`src/rtl/rf_wb_arbiter_if.sv`:
```
`default_nettype none
// ============================================================================
// Module      : rf_wb_arbiter_if
// Description : Requester-side bundle for the register-file writeback arbiter.
//               One valid/ready handshake per requester, with the destination
//               register and write data packed per requester index.
// Signals     : req_valid_i  [NUM_REQ]     requester i wants to write
//               req_ready_o  [NUM_REQ]     arbiter accepts requester i
//               req_addr_i   [NUM_REQ*5]   requester i at [5i+4:5i]
//               req_data_i   [NUM_REQ*32]  requester i at [32i+31:32i]
//               Directions in the names are as seen by the arbiter.
// Modports    : master (requesters), slave (arbiter)
// Revision    : 1.0 - initial release
// ============================================================================
interface rf_wb_arbiter_if #(
    parameter int NUM_REQ = 3
);
    logic [NUM_REQ-1:0]    req_valid_i;
    logic [NUM_REQ-1:0]    req_ready_o;
    logic [NUM_REQ*5-1:0]  req_addr_i;
    logic [NUM_REQ*32-1:0] req_data_i;

    modport master (
        output req_valid_i,
        output req_addr_i,
        output req_data_i,
        input  req_ready_o
    );

    modport slave (
        input  req_valid_i,
        input  req_addr_i,
        input  req_data_i,
        output req_ready_o
    );
endinterface
`default_nettype wire

```
`src/rtl/rf_wb_arbiter.sv`:
```
`default_nettype none
// ============================================================================
// Module      : rf_wb_arbiter
// Description : Round-robin arbiter sharing the single register-file write
//               port among NUM_REQ writeback requesters. After reset it first
//               writes $gp (r28) and $sp (r29), then serves requesters. The
//               write port outputs are registered and drive the register file
//               directly. Writes to r0 complete the handshake but are never
//               presented to the register file.
// Ports       : clk, rst          clock, asynchronous active-high reset
//               stall_i           blocks every grant while in RUN
//               bus (slave)       per-requester valid/ready/addr/data
//               wr_en_o           register-file write enable
//               wr_reg_o [5]      register-file write address
//               wr_data_o [32]    register-file write data
//               grant_id_o        index of the last accepted requester
//               init_done_o       high once the init writes are issued
//               stall_cnt_o       (RF_WB_ARB_STATS_EN only) per-requester
//                                 16-bit saturating wait counters
// Options     : define RF_WB_ARB_STATS_EN to add stall_cnt_o and its counters
// Revision    : 1.0 - initial release
// ============================================================================
module rf_wb_arbiter #(
    parameter int          NUM_REQ = 3,
    parameter logic [31:0] GP_INIT = 32'h1000_8000,
    parameter logic [31:0] SP_INIT = 32'h7FFF_EFFC
) (
    input  logic                       clk,
    input  logic                       rst,
    input  logic                       stall_i,
    rf_wb_arbiter_if.slave             bus,
    output logic                       wr_en_o,
    output logic [4:0]                 wr_reg_o,
    output logic [31:0]                wr_data_o,
    output logic [$clog2(NUM_REQ)-1:0] grant_id_o,
    output logic                       init_done_o
`ifdef RF_WB_ARB_STATS_EN
    ,
    output logic [NUM_REQ*16-1:0]      stall_cnt_o
`endif
);

    localparam int                c_ID_W    = $clog2(NUM_REQ);
    localparam logic [c_ID_W:0]   c_NUM     = (c_ID_W+1)'(NUM_REQ);
    localparam logic [c_ID_W-1:0] c_PTR_RST = c_ID_W'(NUM_REQ - 1);
    localparam logic [4:0]        c_GP_REG  = 5'd28;
    localparam logic [4:0]        c_SP_REG  = 5'd29;

    typedef enum logic [1:0] {
        S_INIT_GP = 2'd0,
        S_INIT_SP = 2'd1,
        S_RUN     = 2'd2
    } state_t;

    state_t              r_state;
    logic [c_ID_W-1:0]   r_ptr;

    logic                w_found;
    logic [c_ID_W-1:0]   w_sel;
    logic [c_ID_W:0]     w_sum;
    logic [NUM_REQ-1:0]  w_ready;
    logic [4:0]          w_addr;
    logic [31:0]         w_data;

    // Round-robin search starting one past the last winner. The sum is one
    // bit wider than the pointer so ptr+k (at most 2*NUM_REQ-1) never wraps
    // before the explicit modulo subtraction.
    always_comb begin
        w_found = 1'b0;
        w_sel   = '0;
        w_sum   = '0;
        if (r_state == S_RUN && !stall_i) begin
            for (int k = 1; k <= NUM_REQ; k++) begin
                w_sum = {1'b0, r_ptr} + (c_ID_W+1)'(k);
                if (w_sum >= c_NUM) begin
                    w_sum = w_sum - c_NUM;
                end
                if (!w_found && bus.req_valid_i[w_sum[c_ID_W-1:0]]) begin
                    w_found = 1'b1;
                    w_sel   = w_sum[c_ID_W-1:0];
                end
            end
        end
    end

    assign w_ready         = w_found ? ({{(NUM_REQ-1){1'b0}}, 1'b1} << w_sel) : '0;
    assign bus.req_ready_o = w_ready;
    assign w_addr          = bus.req_addr_i[w_sel*5 +: 5];
    assign w_data          = bus.req_data_i[w_sel*32 +: 32];

    always_ff @(posedge clk or posedge rst) begin
        if (rst) begin
            r_state     <= S_INIT_GP;
            r_ptr       <= c_PTR_RST;
            wr_en_o     <= 1'b0;
            wr_reg_o    <= '0;
            wr_data_o   <= '0;
            grant_id_o  <= '0;
            init_done_o <= 1'b0;
        end else begin
            case (r_state)
                S_INIT_GP: begin
                    wr_en_o   <= 1'b1;
                    wr_reg_o  <= c_GP_REG;
                    wr_data_o <= GP_INIT;
                    r_state   <= S_INIT_SP;
                end
                S_INIT_SP: begin
                    wr_en_o     <= 1'b1;
                    wr_reg_o    <= c_SP_REG;
                    wr_data_o   <= SP_INIT;
                    init_done_o <= 1'b1;
                    r_state     <= S_RUN;
                end
                S_RUN: begin
                    if (w_found) begin
                        // r0 is hardwired zero: consume the request but
                        // keep the register file write disabled.
                        wr_en_o    <= (w_addr != 5'd0);
                        wr_reg_o   <= w_addr;
                        wr_data_o  <= w_data;
                        grant_id_o <= w_sel;
                        r_ptr      <= w_sel;
                    end else begin
                        wr_en_o <= 1'b0;
                    end
                end
                default: begin
                    wr_en_o <= 1'b0;
                    r_state <= S_INIT_GP;
                end
            endcase
        end
    end

`ifdef RF_WB_ARB_STATS_EN
    generate
        for (genvar g = 0; g < NUM_REQ; g++) begin : g_stall_cnt
            logic [15:0] r_cnt;

            // Counts every cycle a requester waits, INIT cycles included.
            always_ff @(posedge clk or posedge rst) begin
                if (rst) begin
                    r_cnt <= '0;
                end else if (bus.req_valid_i[g] && !w_ready[g] && r_cnt != 16'hFFFF) begin
                    r_cnt <= r_cnt + 16'd1;
                end
            end

            assign stall_cnt_o[g*16 +: 16] = r_cnt;
        end
    endgenerate
`endif

endmodule
`default_nettype wire

```
`src/flat_wrapper.sv`:
```
// flat-port wrapper written by rule: the top's interface ports become plain ports
module rf_wb_arbiter_flat 
#(
    parameter int          NUM_REQ = 3,
    parameter logic [31:0] GP_INIT = 32'h1000_8000,
    parameter logic [31:0] SP_INIT = 32'h7FFF_EFFC
)
  (clk, rst, stall_i, wr_en_o, wr_reg_o, wr_data_o, grant_id_o, init_done_o, bus_req_valid_i, bus_req_addr_i, bus_req_data_i, bus_req_ready_o);
  rf_wb_arbiter_if #(.NUM_REQ(NUM_REQ)) bus_i ();
  input  logic clk;
  input  logic rst;
  input  logic stall_i;
  output logic wr_en_o;
  output logic [4:0] wr_reg_o;
  output logic [31:0] wr_data_o;
  output logic [$clog2(NUM_REQ)-1:0] grant_id_o;
  output logic init_done_o;
  input wire logic [$bits(bus_i.req_valid_i)-1:0] bus_req_valid_i;
  input wire logic [$bits(bus_i.req_addr_i)-1:0] bus_req_addr_i;
  input wire logic [$bits(bus_i.req_data_i)-1:0] bus_req_data_i;
  output wire logic [$bits(bus_i.req_ready_o)-1:0] bus_req_ready_o;
  assign bus_i.req_valid_i = bus_req_valid_i;
  assign bus_i.req_addr_i = bus_req_addr_i;
  assign bus_i.req_data_i = bus_req_data_i;
  assign bus_req_ready_o = bus_i.req_ready_o;
  rf_wb_arbiter #(.NUM_REQ(NUM_REQ), .GP_INIT(GP_INIT), .SP_INIT(SP_INIT)) u_core (.clk(clk), .rst(rst), .stall_i(stall_i), .bus(bus_i), .wr_en_o(wr_en_o), .wr_reg_o(wr_reg_o), .wr_data_o(wr_data_o), .grant_id_o(grant_id_o), .init_done_o(init_done_o));
endmodule
```
`config.mk`:
```
export PLATFORM = sky130hd
export DESIGN_NAME = rf_wb_arbiter_flat
export DESIGN_NICKNAME = d
export VERILOG_FILES = /design/src/rtl/rf_wb_arbiter_if.sv /design/src/rtl/rf_wb_arbiter.sv /design/src/flat_wrapper.sv
export SDC_FILE = /design/constraint.sdc
export NUM_CORES = 1
export LEC_CHECK = 0
export BUFFER_PORTS_ARGS = -buffer_cell sky130_fd_sc_hd__buf_2
export CAP_MARGIN = 40
export CORE_ASPECT_RATIO = 0.6
export CORE_UTILIZATION = 35
export DETAILED_ROUTE_END_ITERATION = 12
export GPL_ROUTABILITY_DRIVEN = 0
export GPL_TIMING_DRIVEN = 1
export PLACE_DENSITY = 0.71
export SLEW_MARGIN = 10
export SYNTH_ARGS = -nofsm -noshare
export SYNTH_HDL_FRONTEND = slang
export SYNTH_SLANG_ARGS = --single-unit
```
`constraint.sdc`:
```
create_clock -name clk -period 3.35 [get_ports clk]
set_clock_uncertainty 0.2 [all_clocks]
set_input_delay 0.335 -clock clk [delete_from_list [all_inputs] [get_ports clk]]
set_output_delay 0.335 -clock clk [all_outputs]
set_load 0.1 [all_outputs]
```
-- Word level (Yosys, flattened, before mapping)
Cells that the tools add are included.
- output and inout bits: 44
- input bits: 117
- word-level logic and storage cells: 68
- register bits: 45
- $add $sub $neg: 6
- shifts and indexed selects: 3
- mux-type cells: 30
- reductions and logical operators: 12
- equal/unequal tests: 3
- multipliers: 1
- $lt $le $gt $ge: 6
- operators with widths (kind ; number):
    $pmux W32 S3 ; 1
    $shiftx A96 B8 Y32 ; 1
    $mux W32 ; 1
    $mux W2 ; 10
    $pmux W5 S3 ; 1
    $shiftx A15 B6 Y5 ; 1
    $mux W1 ; 10
    $ge A3 B2 Y1 const B ; 3
    $lt A2 B3 Y1 const B ; 3
    $add A2 B2 Y3 const B ; 2
    $bmux W1 S2 ; 3
    $pmux W2 S3 ; 1
    $sub A2 B2 Y2 const B ; 3
    $mul A2 B3 Y5 const B ; 1
    $mux W5 ; 1
    $reduce_bool A5 Y1 ; 1
    $reduce_and A2 Y1 ; 2
    $add A2 B1 Y3 const B ; 1
    $logic_and A1 B1 Y1 ; 3
    $logic_not A1 Y1 ; 3
    $mux W3 ; 1
    $reduce_bool A3 Y1 ; 1
    $shl A1 B2 Y3 const A ; 1
    $eq A2 B1 Y1 const B ; 1
    other kinds (5) ; 5

-- Logic depth before layout (Yosys ltp)
- word-level depth: 21
- gate-level depth with buffers: 13
- gate-level depth less buffers: 10

-- Least setup slack after synthesis
No wires, ideal clock.
- path kind: register to output
- start: register u_core.r_ptr[1]
- end: output port bus_req_ready_o[0]
- buffers on the path: 2
- arrival: 4.510 ns
- data required time: 2.815 ns
- slack: -1.695 ns
- stages on the path, launching flop included: 11
- path through: dfstp_2 > inv_1 > ha_1 > buf_2 > mux2i_1 > o22ai_2 > o31a_1 > o21ai_1 > nand2_1 > buf_2 > nor3_1
- cells in the longest elaborated chain, start to end: 18
- elaborated cells on any way between the ends: 37
- classes of those cells: add/sub (6); order compare (3); shift (1); mux (23); reduce/logical (4)
- ends and longest elaborated chain (item ; RTL line ; source):
    from (decl) ; rf_wb_arbiter.sv:56 ; logic [c_ID_W-1:0] r_ptr;
    from (signal assigned) ; rf_wb_arbiter.sv:94 ; r_ptr <= c_PTR_RST;
    from (signal assigned) ; rf_wb_arbiter.sv:123 ; r_ptr <= w_sel;
    $add A2 B1 Y3 ; rf_wb_arbiter.sv:74 ; w_sum = {1'b0, r_ptr} + (c_ID_W+1)'(k);
    $ge A3 B2 Y1 / $sub A2 B2 Y2 (equally long branches) ; rf_wb_arbiter.sv:75, rf_wb_arbiter.sv:76 ;
    $mux W2 ; rf_wb_arbiter.sv:75 ; if (w_sum >= c_NUM) begin
    $mux W2 ; rf_wb_arbiter.sv:72 ; if (r_state == S_RUN && !stall_i) begin
    $bmux W1 S2 ; rf_wb_arbiter.sv:78 ; if (!w_found && bus.req_valid_i[w_sum[c_ID_W-1:0]]) begin
    $mux W1 (not written as such) ; rf_wb_arbiter.sv:78 ;
    $mux W1 ; rf_wb_arbiter.sv:78 ;
    $mux W1 ; rf_wb_arbiter.sv:72 ;
    [2 not listed] ; - ;
    $mux W1 ; rf_wb_arbiter.sv:78 ;
    $mux W1 ; rf_wb_arbiter.sv:72 ;
    $logic_not A1 Y1 ; rf_wb_arbiter.sv:78 ;
    $logic_and A1 B1 Y1 ; rf_wb_arbiter.sv:78 ;
    $mux W2 ; rf_wb_arbiter.sv:78 ;
    $mux W2 ; rf_wb_arbiter.sv:72 ;
    $shl A1 B2 Y3 ; rf_wb_arbiter.sv:86 ; assign w_ready = w_found ? ({{(NUM_REQ-1){1'b0}}, 1'b1} << w_sel) : '0;
    $mux W3 (*) ; rf_wb_arbiter.sv:86 ;
    to (decl) ; flat_wrapper.sv:21 ; output wire logic [$bits(bus_i.req_ready_o)-1:0] bus_req_ready_o;
Every way passes the cells marked *; elsewhere a longest branch is shown, timed or not. The select of a mux whose other input is x is not followed.

-- Worst setup path after layout
Ends and elaborated chain as after synthesis.

==> flow_summary_export.csv <==
group,metric,value,unit
outcome,status,"completed",
synthesis,syn-cell-area,2764,µm²
setup_path,arrival,2.74,ns
synthesis,syn_avg_cell_area,8.887,µm²
final_layout,final_layout_size_suffix_gt1_share,45.36,%
routing,viasPerCell,5.351,
synthesis,yosysSeqAreaShare,39.88,%
cts,cts_buffers,5,
sta,setup-violations-final,0,
floorplanning,core,7447,µm²
setup_path,critical_path_class,"register to output port",
synthesis,synth_top_family_by_area,"compound AO/OA/AOI/OAI gates",
floorplanning,die_w,116.7,µm
synthesis,synthArstFlopShare,100.0,%
cts,clkSinkCount,44,
synthesis,synth_mux_area_share,1.494,%
placement,place_hpwl,7.130,mm
final_layout,areaGrowthSynthToFinish,51.88,%
sta,min_period_over_period,97.79,%
synthesis,yosys_warnings,0,
routing,routed-via-count,3152,
hold_path,worstHoldPathType,"input port to register",
floorplanning,fp-row-count,24,
floorplanning,die_area,8268,µm²
routing,dr.first_iter.drc_count,152,
placement,port_buffers,160,
floorplanning,num_io_pins,161,
setup_path,crit_path_end_kind,"output port",
synthesis,synth_fp_nets,435,
routing,wl_per_cell,15.92,µm
sta,period_minus_slack,3.276,ns
grt,grt.total_usage,22.13,%
cts,root_buffer,"clkbuf_16",
sta,relSlewSlack,66.04,%
synthesis,synthAdderAreaFrac,3.169,%
final_layout,insertedDiodeCount,0,
routing,drc,0,
routing,first_pass_iters,4,
grt,grt_pass1_wl,14.35,mm
floorplanning,die_h,70.84,µm
synthesis,synth-simple-area-share,14.58,%
cts,clkTransAtPathRegs,0.06,ns
routing,routed_wl,9.374,mm
synthesis,synth_seq_cells,44,
sta,max_freq,305.2,MHz
cts,cts.path.max_buffers,2,
grt,grt_max_degree,27,
setup_path,critPathMaxFanout,6,
synthesis,synthCells,311,
sta,tns,0,ns
grt,grt-ovfl-total,0,
routing,antenna_left,0,
grt,grt_antenna_before_repair,0,
run,cap_violations,0,
sta,layout_setup_ws,0.07393,ns
cts,clkLatencyLatePin,0.28,ns
sta,drv_slew,0,
synthesis,synth_compound_area_share,34.95,%
floorplanning,start_util,37.11,%
grt,grt_pass1_vias,3082,
placement,pre_cts_ws,-0.07077,ns
cts,cts_tree,"yes",
synthesis,synthXorXnorAreaFrac,0,%
setup_path,crit_path_start_kind,"register",
cts,htreeDepth,2,
setup_path,r2r_slack,0.10,ns
synthesis,yosys.cell_types.count,46,
setup_path,required,2.81,ns
sta,worst_slew_pin_slew,0.5129,ns
final_layout,nNetsFinal,608,
synthesis,synth_edf_count,0,
synthesis,ys_dominant_reg_cell,"dfrtp_1",
sta,hold_viol_final,0,
==> metal layers <==
| metal | GRT usage, % | vias to the layer above | share of wire, % |
|---|---|---|---|
| met2 | 37.61 | 118 | 48 |
| met3 | 7.112 | 6 | 6.8 |
| met5 | 0 | - | 0 |
| li1 | - | 1521 | - |
| met4 | 4.219 | 0 | 0.51 |
| met1 | 27.75 | 1507 | 45 |
==> critical path: stages, from the launching register on <==
cell,delay (ns)
dfstp_2,0.56
inv_2,0.06
ha_4,0.32
mux2i_4,0.28
o22ai_4,0.11
buf_4,0.16
o31a_1,0.37
o21ai_4,0.12
nand2_4,0.10
nor3_4,0.16
buf_12,0.20
==> layout by cell type, fill, tap and decap left out, types with 3 or more instances in the layout <==
cell type | netlist | routed
a211oi_1 | 6 | 6
a31oi_1 | 3 | 3
o21ai_0 | 8 | 5
clkbuf_16 | 0 | 5
buf_12 | 0 | 4
a221oi_2 | 0 | 4
nor2_1 | 8 | 8
o21ai_1 | 31 | 33
dfrtp_1 | 43 | 43
inv_1 | 13 | 10
buf_2 | 8 | 157
nand3_1 | 6 | 6
nand2_1 | 43 | 42
a21oi_1 | 5 | 4
a21o_1 | 30 | 30
buf_4 | 4 | 22
ha_1 | 7 | 5
nor2b_1 | 3 | 3
o211ai_1 | 4 | 4
a221oi_1 | 32 | 28
and2_1 | 9 | 9
inv_2 | 1 | 3
nand2b_1 | 3 | 3
==> synthesized netlist by cell type (3+ instances only) <==
cell      instances  area share [%]
a211oi_1          6             1.6
a21o_1           30             8.1
a21oi_1           5            0.91
a221oi_1         32              10
a31oi_1           3            0.68
and2_1            9             2.0
buf_2             8             1.4
buf_4             4             1.1
clkbuf_1         10             1.4
dfrtp_1          43              39
ha_1              7             3.2
inv_1            13             1.8
mux2i_1           3             1.1
nand2_1          43             5.8
nand2b_1          3            0.68
nand3_1           6             1.1
nor2_1            8             1.1
nor2b_1           3            0.68
o211ai_1          4             1.1
o21ai_0           8             1.4
o21ai_1          31             5.6
o31ai_1           3            0.81
==> what timing repair did <==
item	in CTS	in global routing
endpoints found under the hold margin	19	0
resized for setup	4	19
setup buffers	1	6
setup endpoints to repair	4	25
pin swaps	0	3
hold buffers	1	0
cloned	0	0
==> kinds of logic (layout without fill, tap and decap cells) <==
family                   after synthesis  count (layout)
AO/OA/AOI/OAI                        135             135
AND/OR/NAND/NOR                       84              84
flip-flops                            44              44
buffers and inverters                 37             211
adder cells (fa/ha/maj)                7               7
multiplexers                           4               4
==> path summary, 6_finish.rpt <==
check	from	end	cells past startpoint
worst max-delay path	u_core.r_ptr[1]	bus_req_ready_o[0]	10
worst min-delay path	bus_req_data_i[76]	u_core.wr_data_o[12]	2
worst max register to register	u_core.r_ptr[1]	u_core.wr_data_o[6]	12
worst min register to register	u_core.wr_data_o[20]	u_core.wr_data_o[20]	2
max in group asynchronous	rst	u_core.wr_en_o	4
min in group asynchronous	rst	u_core.r_ptr[0]	3
==> sequential cells by signal, summed over array words and instances (netlist names) <==
register and flops:
u_core.wr_reg_o 5, u_core.wr_data_o 32, u_core.r_ptr 2, u_core.r_state 2, u_core.wr_en_o 1, u_core.init_done_o 1
u_core.grant_id_o 1
==> through the flow <==
step	instances	cell area, µm²	util, %	hold slack [ns]
4_1_cts	583	4063	54.55	0.08705
3_3_place_gp	571	3816	51.24	0.2554
2_1_floorplan	311	2819	-	0.2801
3_5_place_dp	573	3859	51.81	0.1878
6_report	589	4198	56.37	0.09288
5_1_grt	589	4198	56.37	0.08471
==> cell type report <==
cell class              instances  area [µm²]
fillers                       687        3249
clock inverters                 3       42.54
multi-input cells             230        1630
repair buffers                189        1111
well taps                     104       130.1
inverters                      14       56.30
clock buffers                   5       125.1
flip-flops and latches         44        1102
Power is not shown: default switching activity piles up to over one toggle a cycle in this logic, so the estimate is an artifact.
